===== config.mk =====
export PLATFORM = sky130hd
export DESIGN_NAME = pong_game_ctrl_flat
export DESIGN_NICKNAME = d
export VERILOG_FILES = /design/src/rtl/pong_pkg.sv /design/src/rtl/pong_game_ctrl_if.sv /design/src/rtl/pong_game_ctrl_sync_edge.sv /design/src/rtl/pong_game_ctrl.sv /design/src/flat_wrapper.sv
export SDC_FILE = /design/constraint.sdc
export NUM_CORES = 1
export LEC_CHECK = 0
export CORE_UTILIZATION = 55
export CTS_CLUSTER_DIAMETER = 150
export DETAILED_ROUTE_END_ITERATION = 6
export PLACE_DENSITY = 0.79
export SLEW_MARGIN = 15
export SYNTH_ARGS = -nofsm -noshare
export SYNTH_HDL_FRONTEND = slang
export SYNTH_SLANG_ARGS = --single-unit

===== constraint.sdc =====
create_clock -name vclock -period 2.85 [get_ports vclock]
set_input_delay 0.57 -clock vclock [delete_from_list [all_inputs] [get_ports vclock]]
set_output_delay 0.57 -clock vclock [all_outputs]
set_load 0.005 [all_outputs]

===== src/rtl/pong_pkg.sv =====
// Shared constants and state encoding for the pong game sequencer.
package pong_pkg;

  localparam int unsigned STATE_W = 3;
  localparam int unsigned SCORE_W = 8;
  localparam int unsigned SPEED_W = 4;
  localparam int unsigned LIVES_W = 2;
  localparam int unsigned FCNT_W  = 7;
  localparam int unsigned HCNT_W  = 4;

  typedef enum logic [STATE_W-1:0] {
    ST_IDLE  = 3'd0,
    ST_SERVE = 3'd1,
    ST_PLAY  = 3'd2,
    ST_PAUSE = 3'd3,
    ST_MISS  = 3'd4,
    ST_OVER  = 3'd5
  } state_e;

endpackage


===== src/rtl/pong_game_ctrl_if.sv =====
// Button/datapath inputs and game-status outputs of the pong sequencer.
interface pong_game_ctrl_if;
  import pong_pkg::*;

  logic               vsync;
  logic               start;
  logic               pause;
  logic               hit;
  logic               miss;
  logic               enabled;
  logic               ball_reset;
  logic [SPEED_W-1:0] pspeed;
  logic [SCORE_W-1:0] score;
  logic [LIVES_W-1:0] lives;
  logic               game_over;
  logic [STATE_W-1:0] state;

  // Stimulus side: buttons, vsync and ball datapath events.
  modport master (
    output vsync, start, pause, hit, miss,
    input  enabled, ball_reset, pspeed, score, lives, game_over, state
  );

  // Sequencer side.
  modport slave (
    input  vsync, start, pause, hit, miss,
    output enabled, ball_reset, pspeed, score, lives, game_over, state
  );
endinterface


===== src/rtl/pong_game_ctrl_sync_edge.sv =====
// Two-flop synchroniser followed by a registered one-cycle edge pulse.
module sync_edge #(
  parameter bit FALL = 1'b0
) (
  input  logic clk,
  input  logic rst_n,
  input  logic i_d,
  output logic o_pulse
);

  logic r_s1;
  logic r_s2;
  logic r_prev;
  logic r_pulse;

  // Synchronise, remember the previous level and register the selected edge.
  always_ff @(posedge clk or negedge rst_n) begin
    if (!rst_n) begin
      r_s1    <= 1'b0;
      r_s2    <= 1'b0;
      r_prev  <= 1'b0;
      r_pulse <= 1'b0;
    end else begin
      r_s1    <= i_d;
      r_s2    <= r_s1;
      r_prev  <= r_s2;
      r_pulse <= FALL ? (r_prev & ~r_s2) : (r_s2 & ~r_prev);
    end
  end

  assign o_pulse = r_pulse;

endmodule


===== src/rtl/pong_game_ctrl.sv =====
// Pong game sequencer: serve/play/pause/miss/over control, score, lives, speed.
module pong_game_ctrl
  import pong_pkg::*;
#(
  parameter int unsigned SERVE_FRAMES   = 60,
  parameter int unsigned MISS_FRAMES    = 90,
  parameter int unsigned LIVES          = 3,
  parameter int unsigned SPEED_INIT     = 2,
  parameter int unsigned SPEED_MAX      = 8,
  parameter int unsigned HITS_PER_LEVEL = 4
) (
  input  logic            vclock,
  input  logic            reset,
  pong_game_ctrl_if.slave bus
);

  logic w_tick;
  logic w_start;
  logic w_pause;
  logic w_hit;
  logic w_miss;

  sync_edge #(.FALL(1'b1)) u_vsync (.clk(vclock), .rst_n(reset), .i_d(bus.vsync), .o_pulse(w_tick));
  sync_edge #(.FALL(1'b0)) u_start (.clk(vclock), .rst_n(reset), .i_d(bus.start), .o_pulse(w_start));
  sync_edge #(.FALL(1'b0)) u_pause (.clk(vclock), .rst_n(reset), .i_d(bus.pause), .o_pulse(w_pause));
  sync_edge #(.FALL(1'b0)) u_hit   (.clk(vclock), .rst_n(reset), .i_d(bus.hit),   .o_pulse(w_hit));
  sync_edge #(.FALL(1'b0)) u_miss  (.clk(vclock), .rst_n(reset), .i_d(bus.miss),  .o_pulse(w_miss));

  state_e             r_state;
  logic [FCNT_W-1:0]  r_fcnt;
  logic [HCNT_W-1:0]  r_hcnt;
  logic [SCORE_W-1:0] r_score;
  logic [LIVES_W-1:0] r_lives;
  logic [SPEED_W-1:0] r_pspeed;
  logic               r_enabled;
  logic               r_ball_reset;
  logic               r_game_over;

  // Game FSM with counters; status outputs follow the state one cycle later.
  always_ff @(posedge vclock or negedge reset) begin
    if (!reset) begin
      r_state      <= ST_IDLE;
      r_fcnt       <= '0;
      r_hcnt       <= '0;
      r_score      <= '0;
      r_lives      <= LIVES_W'(LIVES);
      r_pspeed     <= SPEED_W'(SPEED_INIT);
      r_enabled    <= 1'b0;
      r_ball_reset <= 1'b1;
      r_game_over  <= 1'b0;
    end else begin
      r_enabled    <= (r_state == ST_PLAY);
      r_ball_reset <= !((r_state == ST_PLAY) || (r_state == ST_PAUSE));
      r_game_over  <= (r_state == ST_OVER);

      case (r_state)
        ST_IDLE, ST_OVER: begin
          if (w_start) begin
            r_state  <= ST_SERVE;
            r_score  <= '0;
            r_lives  <= LIVES_W'(LIVES);
            r_pspeed <= SPEED_W'(SPEED_INIT);
            r_hcnt   <= '0;
            r_fcnt   <= '0;
          end
        end

        ST_SERVE: begin
          if (w_tick) begin
            if (r_fcnt == FCNT_W'(SERVE_FRAMES - 1)) begin
              r_fcnt  <= '0;
              r_state <= ST_PLAY;
            end else begin
              r_fcnt <= r_fcnt + FCNT_W'(1);
            end
          end
        end

        ST_PLAY: begin
          if (w_miss) begin
            // A miss swallows any coincident hit or pause.
            r_lives <= r_lives - LIVES_W'(1);
            r_fcnt  <= '0;
            r_state <= ST_MISS;
          end else begin
            if (w_hit) begin
              if (r_score != {SCORE_W{1'b1}}) begin
                r_score <= r_score + SCORE_W'(1);
              end
              if (r_hcnt == HCNT_W'(HITS_PER_LEVEL - 1)) begin
                r_hcnt <= '0;
                if (r_pspeed != SPEED_W'(SPEED_MAX)) begin
                  r_pspeed <= r_pspeed + SPEED_W'(1);
                end
              end else begin
                r_hcnt <= r_hcnt + HCNT_W'(1);
              end
            end
            if (w_pause) begin
              r_state <= ST_PAUSE;
            end
          end
        end

        ST_PAUSE: begin
          if (w_pause) begin
            r_state <= ST_PLAY;
          end
        end

        ST_MISS: begin
          if (w_tick) begin
            if (r_fcnt == FCNT_W'(MISS_FRAMES - 1)) begin
              r_fcnt  <= '0;
              r_state <= (r_lives == '0) ? ST_OVER : ST_SERVE;
            end else begin
              r_fcnt <= r_fcnt + FCNT_W'(1);
            end
          end
        end

        default: begin
          r_state <= ST_IDLE;
        end
      endcase
    end
  end

  assign bus.enabled    = r_enabled;
  assign bus.ball_reset = r_ball_reset;
  assign bus.pspeed     = r_pspeed;
  assign bus.score      = r_score;
  assign bus.lives      = r_lives;
  assign bus.game_over  = r_game_over;
  assign bus.state      = r_state;

endmodule


===== src/flat_wrapper.sv =====
// flat-port wrapper written by rule: the top's interface ports become plain ports
module pong_game_ctrl_flat import pong_pkg::*;
#(
  parameter int unsigned SERVE_FRAMES   = 60,
  parameter int unsigned MISS_FRAMES    = 90,
  parameter int unsigned LIVES          = 3,
  parameter int unsigned SPEED_INIT     = 2,
  parameter int unsigned SPEED_MAX      = 8,
  parameter int unsigned HITS_PER_LEVEL = 4
)
  (vclock, reset, bus_vsync, bus_start, bus_pause, bus_hit, bus_miss, bus_enabled, bus_ball_reset, bus_pspeed, bus_score, bus_lives, bus_game_over, bus_state);
  pong_game_ctrl_if bus_i ();
  input  logic vclock;
  input  logic reset;
  input wire logic [$bits(bus_i.vsync)-1:0] bus_vsync;
  input wire logic [$bits(bus_i.start)-1:0] bus_start;
  input wire logic [$bits(bus_i.pause)-1:0] bus_pause;
  input wire logic [$bits(bus_i.hit)-1:0] bus_hit;
  input wire logic [$bits(bus_i.miss)-1:0] bus_miss;
  output wire logic [$bits(bus_i.enabled)-1:0] bus_enabled;
  output wire logic [$bits(bus_i.ball_reset)-1:0] bus_ball_reset;
  output wire logic [$bits(bus_i.pspeed)-1:0] bus_pspeed;
  output wire logic [$bits(bus_i.score)-1:0] bus_score;
  output wire logic [$bits(bus_i.lives)-1:0] bus_lives;
  output wire logic [$bits(bus_i.game_over)-1:0] bus_game_over;
  output wire logic [$bits(bus_i.state)-1:0] bus_state;
  assign bus_i.vsync = bus_vsync;
  assign bus_i.start = bus_start;
  assign bus_i.pause = bus_pause;
  assign bus_i.hit = bus_hit;
  assign bus_i.miss = bus_miss;
  assign bus_enabled = bus_i.enabled;
  assign bus_ball_reset = bus_i.ball_reset;
  assign bus_pspeed = bus_i.pspeed;
  assign bus_score = bus_i.score;
  assign bus_lives = bus_i.lives;
  assign bus_game_over = bus_i.game_over;
  assign bus_state = bus_i.state;
  pong_game_ctrl #(.SERVE_FRAMES(SERVE_FRAMES), .MISS_FRAMES(MISS_FRAMES), .LIVES(LIVES), .SPEED_INIT(SPEED_INIT), .SPEED_MAX(SPEED_MAX), .HITS_PER_LEVEL(HITS_PER_LEVEL)) u_core (.vclock(vclock), .reset(reset), .bus(bus_i));
endmodule

* After elaboration in Yosys (flattened, before gate mapping)
Cells that the tools add are included.
Storage, ports and cells: register bits 51, bits of input ports 7, output and inout bits 20, logic and storage cells 116
Cells by class: $add $sub $neg 5, equality and inequality tests 23, muxes and demuxes 36, bitwise gates (word level) 10, reductions and logical operators 13
Operator list (number):
- $mux W7 | 6
- $mux W4 | 9
- $mux W8 | 4
- $pmux W7 S4 | 1
- $mux W3 | 9
- $ne A2 B2 Y1 const B | 10
- $pmux W4 S2 | 2
- $pmux W8 S2 | 1
- $pmux W3 S5 | 1
- $reduce_and A5 Y1 | 2
- $add A4 B1 Y4 const B | 2
- $add A8 B1 Y8 const B | 1
- $ne A8 B8 Y1 const B | 1
- $add A7 B1 Y7 const B | 1
- $eq A7 B6 Y1 const B | 1
- $eq A7 B7 Y1 const B | 1
- $reduce_and A7 Y1 | 1
- $eq A3 B2 Y1 const B | 2
- $eq A3 B3 Y1 const B | 2
- $reduce_and A6 Y1 | 1
- $and A1 B1 Y1 | 5
- $not A1 Y1 | 5
- $eq A4 B2 Y1 const B | 1
- $mux W2 | 2
- 15 further kinds | 16

* Depth between registers and ports, before layout
Gate-level depths: netlist (run 1).
depth in word-level cells 6, depth in mapped cells 8, depth with buffers taken out 7

* By module
From an unflattened synthesis (run 1), not the netlist that was laid out.
Unflattened totals: cells, all modules 219, area total of the unflattened synthesis 2453.6 um^2
By module, submodules not included:
- pong_game_ctrl | times used 1, cells an instance 194, area each 1884.3 um^2, seq. area each 780.7 um^2
- sync_edge | times used 5, cells an instance 5, area each 113.9 um^2, seq. area each 100.1 um^2

* Least setup slack after synthesis (run 1)
No wires, ideal clock.
path kind register to register, start reg u_core.r_state[2], in the netlist u_core.bus.state[2], end reg u_core.r_fcnt[2], library setup time 0.121 ns, data arrival time 1.716 ns, required time 2.729 ns, setup slack 1.013 ns, stages on the path, launching flop included 7, buffers on the path 1, clock period less this slack 1.837 ns, cells stage by stage dfrtp_1 buf_6 xor2_1 mux2i_1 o21ai_4 and2_1 a22o_1
Between the ends: word-level cells in the longest chain between the ends 4, elaborated cells between the ends (all ways) 13, those cells by class 8 x eq/ne; 1 x mux; 4 x reduce/logical
Ends and longest elaborated chain:
- start, declared | RTL line pong_game_ctrl.sv:29 | state_e r_state;
- start signal, assigned | RTL line pong_game_ctrl.sv:115 | r_state <= (r_lives == '0) ? ST_OVER : ST_SERVE;
- $eq A3 B3 Y1 / $logic_not A3 Y1 (equally long branches) | RTL line pong_game_ctrl.sv:56 | case (r_state)
- $reduce_or A2 Y1 | RTL line pong_game_ctrl.sv:56
- $reduce_bool A4 Y1 (no source line) / $ne A2 B2 Y1 (equally long branches)
- $reduce_and A5 Y1 (no source line)
- end signal, assigned | RTL line pong_game_ctrl.sv:74 | r_fcnt <= r_fcnt + FCNT_W'(1);
- end signal, assigned | RTL line pong_game_ctrl.sv:117 | r_fcnt <= r_fcnt + FCNT_W'(1);
- end, declared | RTL line pong_game_ctrl.sv:30 | logic [FCNT_W-1:0] r_fcnt;
Several ways; a longest one is shown, not always the timed one. A chain may end at the register's enable or synchronous reset.

* Worst setup path in the final report (run 1)
start reg u_core.r_state[1], in the netlist u_core.bus.state[1], end reg u_core.r_score[7], in the netlist u_core.bus.score[7]
Between the ends: word-level cells in the longest chain between the ends 4, elaborated cells between the ends (all ways) 11, those cells by class 6 x eq/ne; 1 x mux; 4 x reduce/logical
Ends and longest elaborated chain:
- $eq A3 B3 Y1 / $logic_not A3 Y1 (equally long branches) | RTL line pong_game_ctrl.sv:56
- $reduce_or A2 Y1 | RTL line pong_game_ctrl.sv:56
- $ne A2 B2 Y1 (no source line) / $reduce_bool A2 Y1 (equally long branches)
- $reduce_and A5 Y1 (no source line)
- end signal, assigned | RTL line pong_game_ctrl.sv:88 | r_score <= r_score + SCORE_W'(1);
- end, declared | RTL line pong_game_ctrl.sv:32 | logic [SCORE_W-1:0] r_score;
Several ways; a longest one is shown, not always the timed one.

==> results.json, run 1 <==
{
  "worst_pin_slew_ps": 787,
  "final_nets": 257,
  "first_global_vias": 1551,
  "groute.layer.met2.usage_pct": 34.3,
  "htree_num_levels": 2,
  "max_cap_viols": 0,
  "maxSlewHeadroom_pct": 47.5,
  "inst_count_dp": 285,
  "crit_type": "reg -> reg",
  "gp_routability_congestion": 0.862,
  "synthDominantAreaCellType": "sky130_fd_sc_hd__dfrtp_1",
  "post_layout_nonfiller_instances": 293,
  "postRouteWirelength_mm": 4.23,
  "slew_violations": 0,
  "placeableCoreArea_um2": 4030,
  "status": "finished, final reports clean",
  "time_the_worst_path_needs_with_i_o_delays_and_setup_ps": 2150,
  "main_combinational_cell_family_by_area_after_synthesis": "simple AND/OR/NAND/NOR gates",
  "synth.avg_cell_area_um2": 11.0,
  "finalHoldViolations": 0,
  "detail_route.drc_violations": 0,
  "timing.critical_path.to_type": "register",
  "postCtsSetupRepairBufs": 0,
  "synthesized_nets": 227,
  "finalSetupTns_ps": 0,
  "synth-async-reset-ratio_pct": 100,
  "gr-usage-all-layers_pct": 21.3,
  "count_of_standard_cell_rows": 23,
  "syn-cell-area_um2": 2320,
  "final_core_util_pct": 68.4,
  "synth_seq_cells": 51,
  "cell_variety_after_synth": 49,
  "critPathLaunchType": "register",
  "setup_viol_count_final": 0,
  "placement.io_buffers": 26,
  "initial_core_util_pct": 57.7,
  "yosys.area_share.adder_pct": 4.31,
  "synth_enable_flop_cells": 0,
  "global_route_hottest_layer": "met2",
  "globalRouteMet3Util_pct": 3.94,
  "wl_per_cell_um": 14.4,
  "avgViaCountPerCell": 5.67,
  "gr_util_met1_pct": 27.6,
  "power_per_cell_area_nw_per_um2": 804,
  "fmax_mhz": 464,
  "grt_pass1_wl_mm": 6.91,
  "floorplan.die.height_um": 67.0,
  "area_delta_synth_final_pct": 18.5,
  "drt_iter0_markers": 104,
  "die_area_um2": 4490,
  "seq_area_frac_synth_pct": 55.1,
  "fin_skew_ps": 11.0,
  "ant_nets": 0,
  "rsz_0062_raised_after_global_routing": "false",
  "p_leak_nw": 1.23,
  "clk_pin_slew_worst_paths_ps": 100,
  "detailedPlacementHpwl_mm": 2.97,
  "dr_total_vias": 1661,
  "worstPathArrival_ps": 2390,
  "cp.required_ps": 3090,
  "ir_drop_v": 0.000407,
  "share_of_the_synthesized_area_in_compound_gates_ao_oa_aoi_oai_pct": 15.6,
  "synth_simple_gate_area_share_pct": 19.7,
  "clock_latency_ps": 310,
  "synth_cells": 212,
  "yosys_most_used_dff": "sky130_fd_sc_hd__dfrtp_1",
  "synthXorXnorAreaFrac_pct": 1.83,
  "grt_antenna_before_repair": 0,
  "crit_path_max_fanout": 14,
  "cts_hold_buffers": 0,
  "grt_max_degree": 30,
  "worst_hold_path_type": "in -> async",
  "p_total_w": 0.00221,
  "post-synth-top-area-fraction_pct": 50.6,
  "capturing_point_of_the_worst_reg2reg_path": "u_core.bus.score[7]$_DFFE_PN0P_",
  "final_min_period_over_clock_period_pct": 75.6,
  "gr-total-overflow": 0,
  "clock_sink_count": 51,
  "antenna-diode-count": 0,
  "cts.path.max_buffers": 2,
  "drt_first_pass_iters": 5,
  "die_x_um": 67.0,
  "synth_area_leaders": "sky130_fd_sc_hd__dfrtp_1 51%, sky130_fd_sc_hd__o21ai_0 4.7%, sky130_fd_sc_hd__dfstp_2 4.5%",
  "reg2reg_slack_ps": 700,
  "drive_gt1_share_pct": 10.3,
  "cts_resized": 0,
  "hold-worst-slack_ps": 225,
  "muxShareOfSynthArea_pct": 0.431,
  "clockRootBuffer": "sky130_fd_sc_hd__clkbuf_8",
  "synthesis.yosys.warnings": 0,
  "io-pin-count": 27,
  "cts_made_buffers": 5,
  "reg_to_reg_startpoint": "u_core.bus.state[1]$_DFFE_PN0P_",
  "worst-r2r-cell-count": 5,
  "tritoncts": "yes"
}
-- layout make-up --
cell class,count,area [µm²]
Clock buffer,5,68.8
Clock inverter,3,67.6
Fill cell,324,1270
Inverter,10,37.5
Multi-Input combinational cell,147,973
Sequential cell,51,1280
Tap cell,50,62.6
Timing Repair Buffer,27,263
-- Yosys cell counts (4+ instances only) --
cell and n:
sky130_fd_sc_hd__a21oi_1 7, sky130_fd_sc_hd__a22o_1 5, sky130_fd_sc_hd__and3_1 6, sky130_fd_sc_hd__dfrtp_1 47
sky130_fd_sc_hd__dfstp_2 4, sky130_fd_sc_hd__ha_1 8, sky130_fd_sc_hd__inv_1 9, sky130_fd_sc_hd__nand2_1 15
sky130_fd_sc_hd__nand3_1 10, sky130_fd_sc_hd__nor2_1 13, sky130_fd_sc_hd__nor2b_1 8, sky130_fd_sc_hd__o21ai_0 22
sky130_fd_sc_hd__o21ai_1 4, sky130_fd_sc_hd__o31ai_1 6
-- worst max-delay path by stage --
stage                               startpoint                               to  slack, ps  cells after the start
6_report       u_core.bus.state[1]$_DFFE_PN0P_  u_core.bus.score[7]$_DFFE_PN0P_        700                      5
5_1_grt        u_core.bus.state[1]$_DFFE_PN0P_  u_core.bus.score[7]$_DFFE_PN0P_        580                      5
4_1_cts        u_core.bus.state[0]$_DFFE_PN0P_                     bus_state[0]        700                      1
3_5_place_dp   u_core.bus.state[1]$_DFFE_PN0P_     u_core.r_fcnt[2]$_DFFE_PN0P_        750                      6
3_3_place_gp   u_core.bus.state[1]$_DFFE_PN0P_     u_core.r_fcnt[2]$_DFFE_PN0P_        800                      6
2_1_floorplan  u_core.bus.state[2]$_DFFE_PN0P_     u_core.r_fcnt[2]$_DFFE_PN0P_       1010                      6
-- report_power, final --
group | switching [W] | total [W] | internal, W | leakage (nW)
clock | 0.000240 | 0.000590 | 0.000350 | 0.0644
sequential | 0.000151 | 0.000983 | 0.000832 | 0.650
combinational | 0.000313 | 0.000640 | 0.000327 | 0.511
total | 0.000704 | 0.00221 | 0.00151 | 1.23
-- through the flow --
stage / cell area [µm²] / worst slack [ps]
floorplan: 2320 / 1010
global placement: 2620 / 801
detailed placement: 2620 / 748
CTS: 2750 / 697
global route: 2750 / 578
finish: 2750 / 695
-- metal layers --
layer  wire length (µm)  vias up
met5                  0        -
met4                 73        0
met3                149        7
met2               2060       42
met1               1950      796
li1                   -      816
-- cell families (layout without fill, tap and decap cells) --
logic type | Yosys count | in the layout
compound gates | 55 | 55
xor+xnor | 4 | 4
fa+ha+maj | 8 | 8
buf+inv | 14 | 45
flops | 51 | 51
mux | 1 | 1
simple gates | 79 | 79
-- critical path, cell delays in order, from the launching register on --
cell and delay (ps):
sky130_fd_sc_hd__dfrtp_1 660, sky130_fd_sc_hd__nor4b_4 380, sky130_fd_sc_hd__and2_4 260, sky130_fd_sc_hd__o22ai_4 110, sky130_fd_sc_hd__or4_1 520, sky130_fd_sc_hd__a21oi_1 150
-- cells in the final DEF (no fill, tap or decap), types with 2 or more instances in the layout --
master,n
sky130_fd_sc_hd__a21oi_1,7
sky130_fd_sc_hd__a22o_1,5
sky130_fd_sc_hd__a31oi_1,2
sky130_fd_sc_hd__and2_1,2
sky130_fd_sc_hd__and2_4,2
sky130_fd_sc_hd__and3_1,6
sky130_fd_sc_hd__bufinv_16,2
sky130_fd_sc_hd__clkbuf_8,5
sky130_fd_sc_hd__clkdlybuf4s50_1,25
sky130_fd_sc_hd__dfrtp_1,47
sky130_fd_sc_hd__dfstp_2,4
sky130_fd_sc_hd__ha_1,8
sky130_fd_sc_hd__inv_1,9
sky130_fd_sc_hd__nand2_1,15
sky130_fd_sc_hd__nand2b_1,2
sky130_fd_sc_hd__nand3_1,10
sky130_fd_sc_hd__nand3b_1,2
sky130_fd_sc_hd__nor2_1,13
sky130_fd_sc_hd__nor2b_1,8
sky130_fd_sc_hd__nor3_1,3
sky130_fd_sc_hd__nor3b_1,3
sky130_fd_sc_hd__o21a_1,2
sky130_fd_sc_hd__o21ai_0,22
sky130_fd_sc_hd__o21ai_1,4
sky130_fd_sc_hd__o31ai_1,6
sky130_fd_sc_hd__or4_1,2
sky130_fd_sc_hd__xnor2_1,2
-- registers in the layout (all words and copies together), names as in the netlist, 2 cells and up --
signal             cells
u_core.r_fcnt          7
u_core.bus.score       8
u_core.r_hcnt          4
u_core.bus.lives       2
u_core.bus.pspeed      4
u_core.bus.state       3
No activity file was read; power rests on OpenSTA's default activity.
==> inputs of run 2 (changes only) <==
==> constraint.sdc (replaced) <==
create_clock -name vclock -period 2.1 [get_ports vclock]
set_input_delay 0.42 -clock vclock [delete_from_list [all_inputs] [get_ports vclock]]
set_output_delay 0.42 -clock vclock [all_outputs]
set_load 0.005 [all_outputs]
==> results.json, run 2 (same netlist as run 1, synthesis figures left out) <==
{
  "time_the_worst_path_needs_with_i_o_delays_and_setup_ps": 1980,
  "cp.required_ps": 2330,
  "postRouteWirelength_mm": 4.42,
  "fmax_mhz": 504,
  "clk_pin_slew_worst_paths_ps": 90,
  "critical-path-slowest-cell": "sky130_fd_sc_hd__or4_1",
  "worstPathArrival_ps": 2220,
  "maxSlewHeadroom_pct": 53.0,
  "floorplan.die.height_um": 67.0,
  "detailedPlacementHpwl_mm": 3.06,
  "cp_cell_sequence": "buf_4 -> inv_1 -> and3_2 -> o22ai_4 -> or4_1 -> a21oi_1",
  "final_core_util_pct": 69.7,
  "final_min_period_over_clock_period_pct": 94.4,
  "crit_type": "reg -> reg",
  "rsz_0062_raised_after_global_routing": "false",
  "first_global_vias": 1598,
  "setup_viol_count_final": 0,
  "final.fill_count": 298,
  "cts_hold_buffers": 0,
  "cts.path.max_buffers": 2,
  "wl_per_cell_um": 14.7,
  "layout.cells.most_common_list": "45 x sky130_fd_sc_hd__dfrtp_1, 25 x sky130_fd_sc_hd__clkdlybuf4s50_1, 22 x sky130_fd_sc_hd__o21ai_0",
  "p_leak_nw": 1.26,
  "clock_latency_ps": 300,
  "die_x_um": 67.0,
  "max_cap_viols": 0,
  "fin_skew_ps": 9.52,
  "worst-r2r-cell-count": 6,
  "die_area_um2": 4490,
  "mostFrequentLayoutCell": "sky130_fd_sc_hd__dfrtp_1",
  "slew_violations": 0,
  "max_ffs_per_register": 8,
  "timing.critical_path.to_type": "register",
  "finalHoldViolations": 0,
  "status": "finished, final reports clean",
  "worst_hold_path_type": "in -> async",
  "crit_path_max_fanout": 9,
  "dr_total_vias": 1761,
  "clockRootBuffer": "sky130_fd_sc_hd__clkbuf_8",
  "drt_first_pass_iters": 4,
  "antenna-diode-count": 0,
  "grt_antenna_before_repair": 0,
  "ir_drop_v": 0.000690,
  "tritoncts": "yes",
  "crit_path_max_incr_delay_ps": 530,
  "grt_max_degree": 52,
  "gp_routability_congestion": 0.901,
  "placeableCoreArea_um2": 4030,
  "detail_route.drc_violations": 0,
  "drive_gt1_share_pct": 13.6,
  "critPathLaunchType": "register",
  "grt_pass1_wl_mm": 7.40,
  "worst_pin_slew_ps": 706,
  "avgViaCountPerCell": 5.87,
  "clock_sink_count": 51,
  "ant_nets": 0,
  "final_nets": 264,
  "cts_made_buffers": 5,
  "gr-total-overflow": 0,
  "finalSetupTns_ps": 0,
  "htree_num_levels": 2,
  "drt_iter0_markers": 109,
  "power_per_cell_area_nw_per_um2": 1090,
  "placement.io_buffers": 26,
  "gr-usage-all-layers_pct": 22.6,
  "area_delta_synth_final_pct": 20.9,
  "count_of_standard_cell_rows": 23,
  "io-pin-count": 27,
  "initial_core_util_pct": 57.7
}
==> run 2: cell count changes in the layout (fill, tap and decap cells not counted) <==
cell and delta:
sky130_fd_sc_hd__dfrtp_2 +2, sky130_fd_sc_hd__buf_4 +7, sky130_fd_sc_hd__dfrtp_1 -2
==> run 2: path summary, 6_finish.rpt <==
| path | start | slack, ps | end |
|---|---|---|---|
| setup / recovery | u_core.bus.state[1]$_DFFE_PN0P_ | 120 | u_core.bus.score[7]$_DFFE_PN0P_ |
| hold / removal | reset | 210 | u_core.u_start.r_prev$_DFF_PN0_ |
| setup reg to reg | u_core.bus.state[1]$_DFFE_PN0P_ | 120 | u_core.bus.score[7]$_DFFE_PN0P_ |
| hold reg to reg | u_core.u_vsync.r_s1$_DFF_PN0_ | 360 | u_core.u_vsync.r_s2$_DFF_PN0_ |
| max in group asynchronous | reset | 1470 | u_core.bus.state[2]$_DFFE_PN0P_ |
| min in group vclock | u_core.u_vsync.r_s1$_DFF_PN0_ | 360 | u_core.u_vsync.r_s2$_DFF_PN0_ |
==> run 2: layout make-up <==
cell class / count / area, µm² / share of cell area, %
clock buffers: 5 / 68.8 / 2.45
clock inverters: 3 / 67.6 / 2.41
inverters: 10 / 37.5 / 1.34
multi-input cells: 147 / 973 / 34.7
flip-flops and latches: 51 / 1280 / 45.7
well taps: 50 / 62.6 / 2.23
repair buffers: 34 / 315 / 11.2
==> run 2: power by group <==
group / internal, W / leakage, nW / switching, W
Sequential: 0.00113 / 0.648 / 0.000193
Clock: 0.000475 / 0.0644 / 0.000324
Combinational: 0.000474 / 0.547 / 0.000475
==> run 2: worst max-delay path: cells and delay by family (launching register included) <==
family | cells | cell delay (ps)
buffers and inverters | 2 | 330
DFF | 1 | 480
and+or+nand+nor | 2 | 820
AOI/OAI and AO/OA | 2 | 280
==> run 2: routing by layer <==
layer  track usage [%]  share of wire (%)
met5                 0                  0
met1              30.1                 45
met3              5.82                3.0
met4              9.57                1.5
met2              34.7                 50
==> run 2: what timing repair did <==
action | 4_1_cts | 5_1_grt
resized for setup | 0 | 2
setup buffers | 0 | 0
setup endpoints to repair | 0 | 9
hold endpoints to repair | 0 | 0
==> run 2: stage by stage <==
step | total power (W) | hold WS (ps) | setup slack, ps | cells | cell area (µm²)
2_1_floorplan | 0.00193 | 124 | 263 | 212 | 2320
3_3_place_gp | 0.00224 | 332 | 132 | 292 | 2670
3_5_place_dp | 0.00227 | 337 | 70.1 | 292 | 2670
4_1_cts | 0.00308 | 233 | 38.5 | 300 | 2810
5_1_grt | 0.00325 | 279 | 28.2 | 300 | 2810
6_report | 0.00307 | 207 | 117 | 300 | 2810
==> inputs of run 3 (changes only) <==
--- a/config.mk
+++ b/config.mk
@@ -13,3 +13,4 @@
 export SYNTH_ARGS = -nofsm -noshare
 export SYNTH_HDL_FRONTEND = slang
 export SYNTH_SLANG_ARGS = --single-unit
+export TNS_END_PERCENT = 20
==> results of run 3 <==
Same layout as run 2: the final DEF is identical, and so are final timing and power.
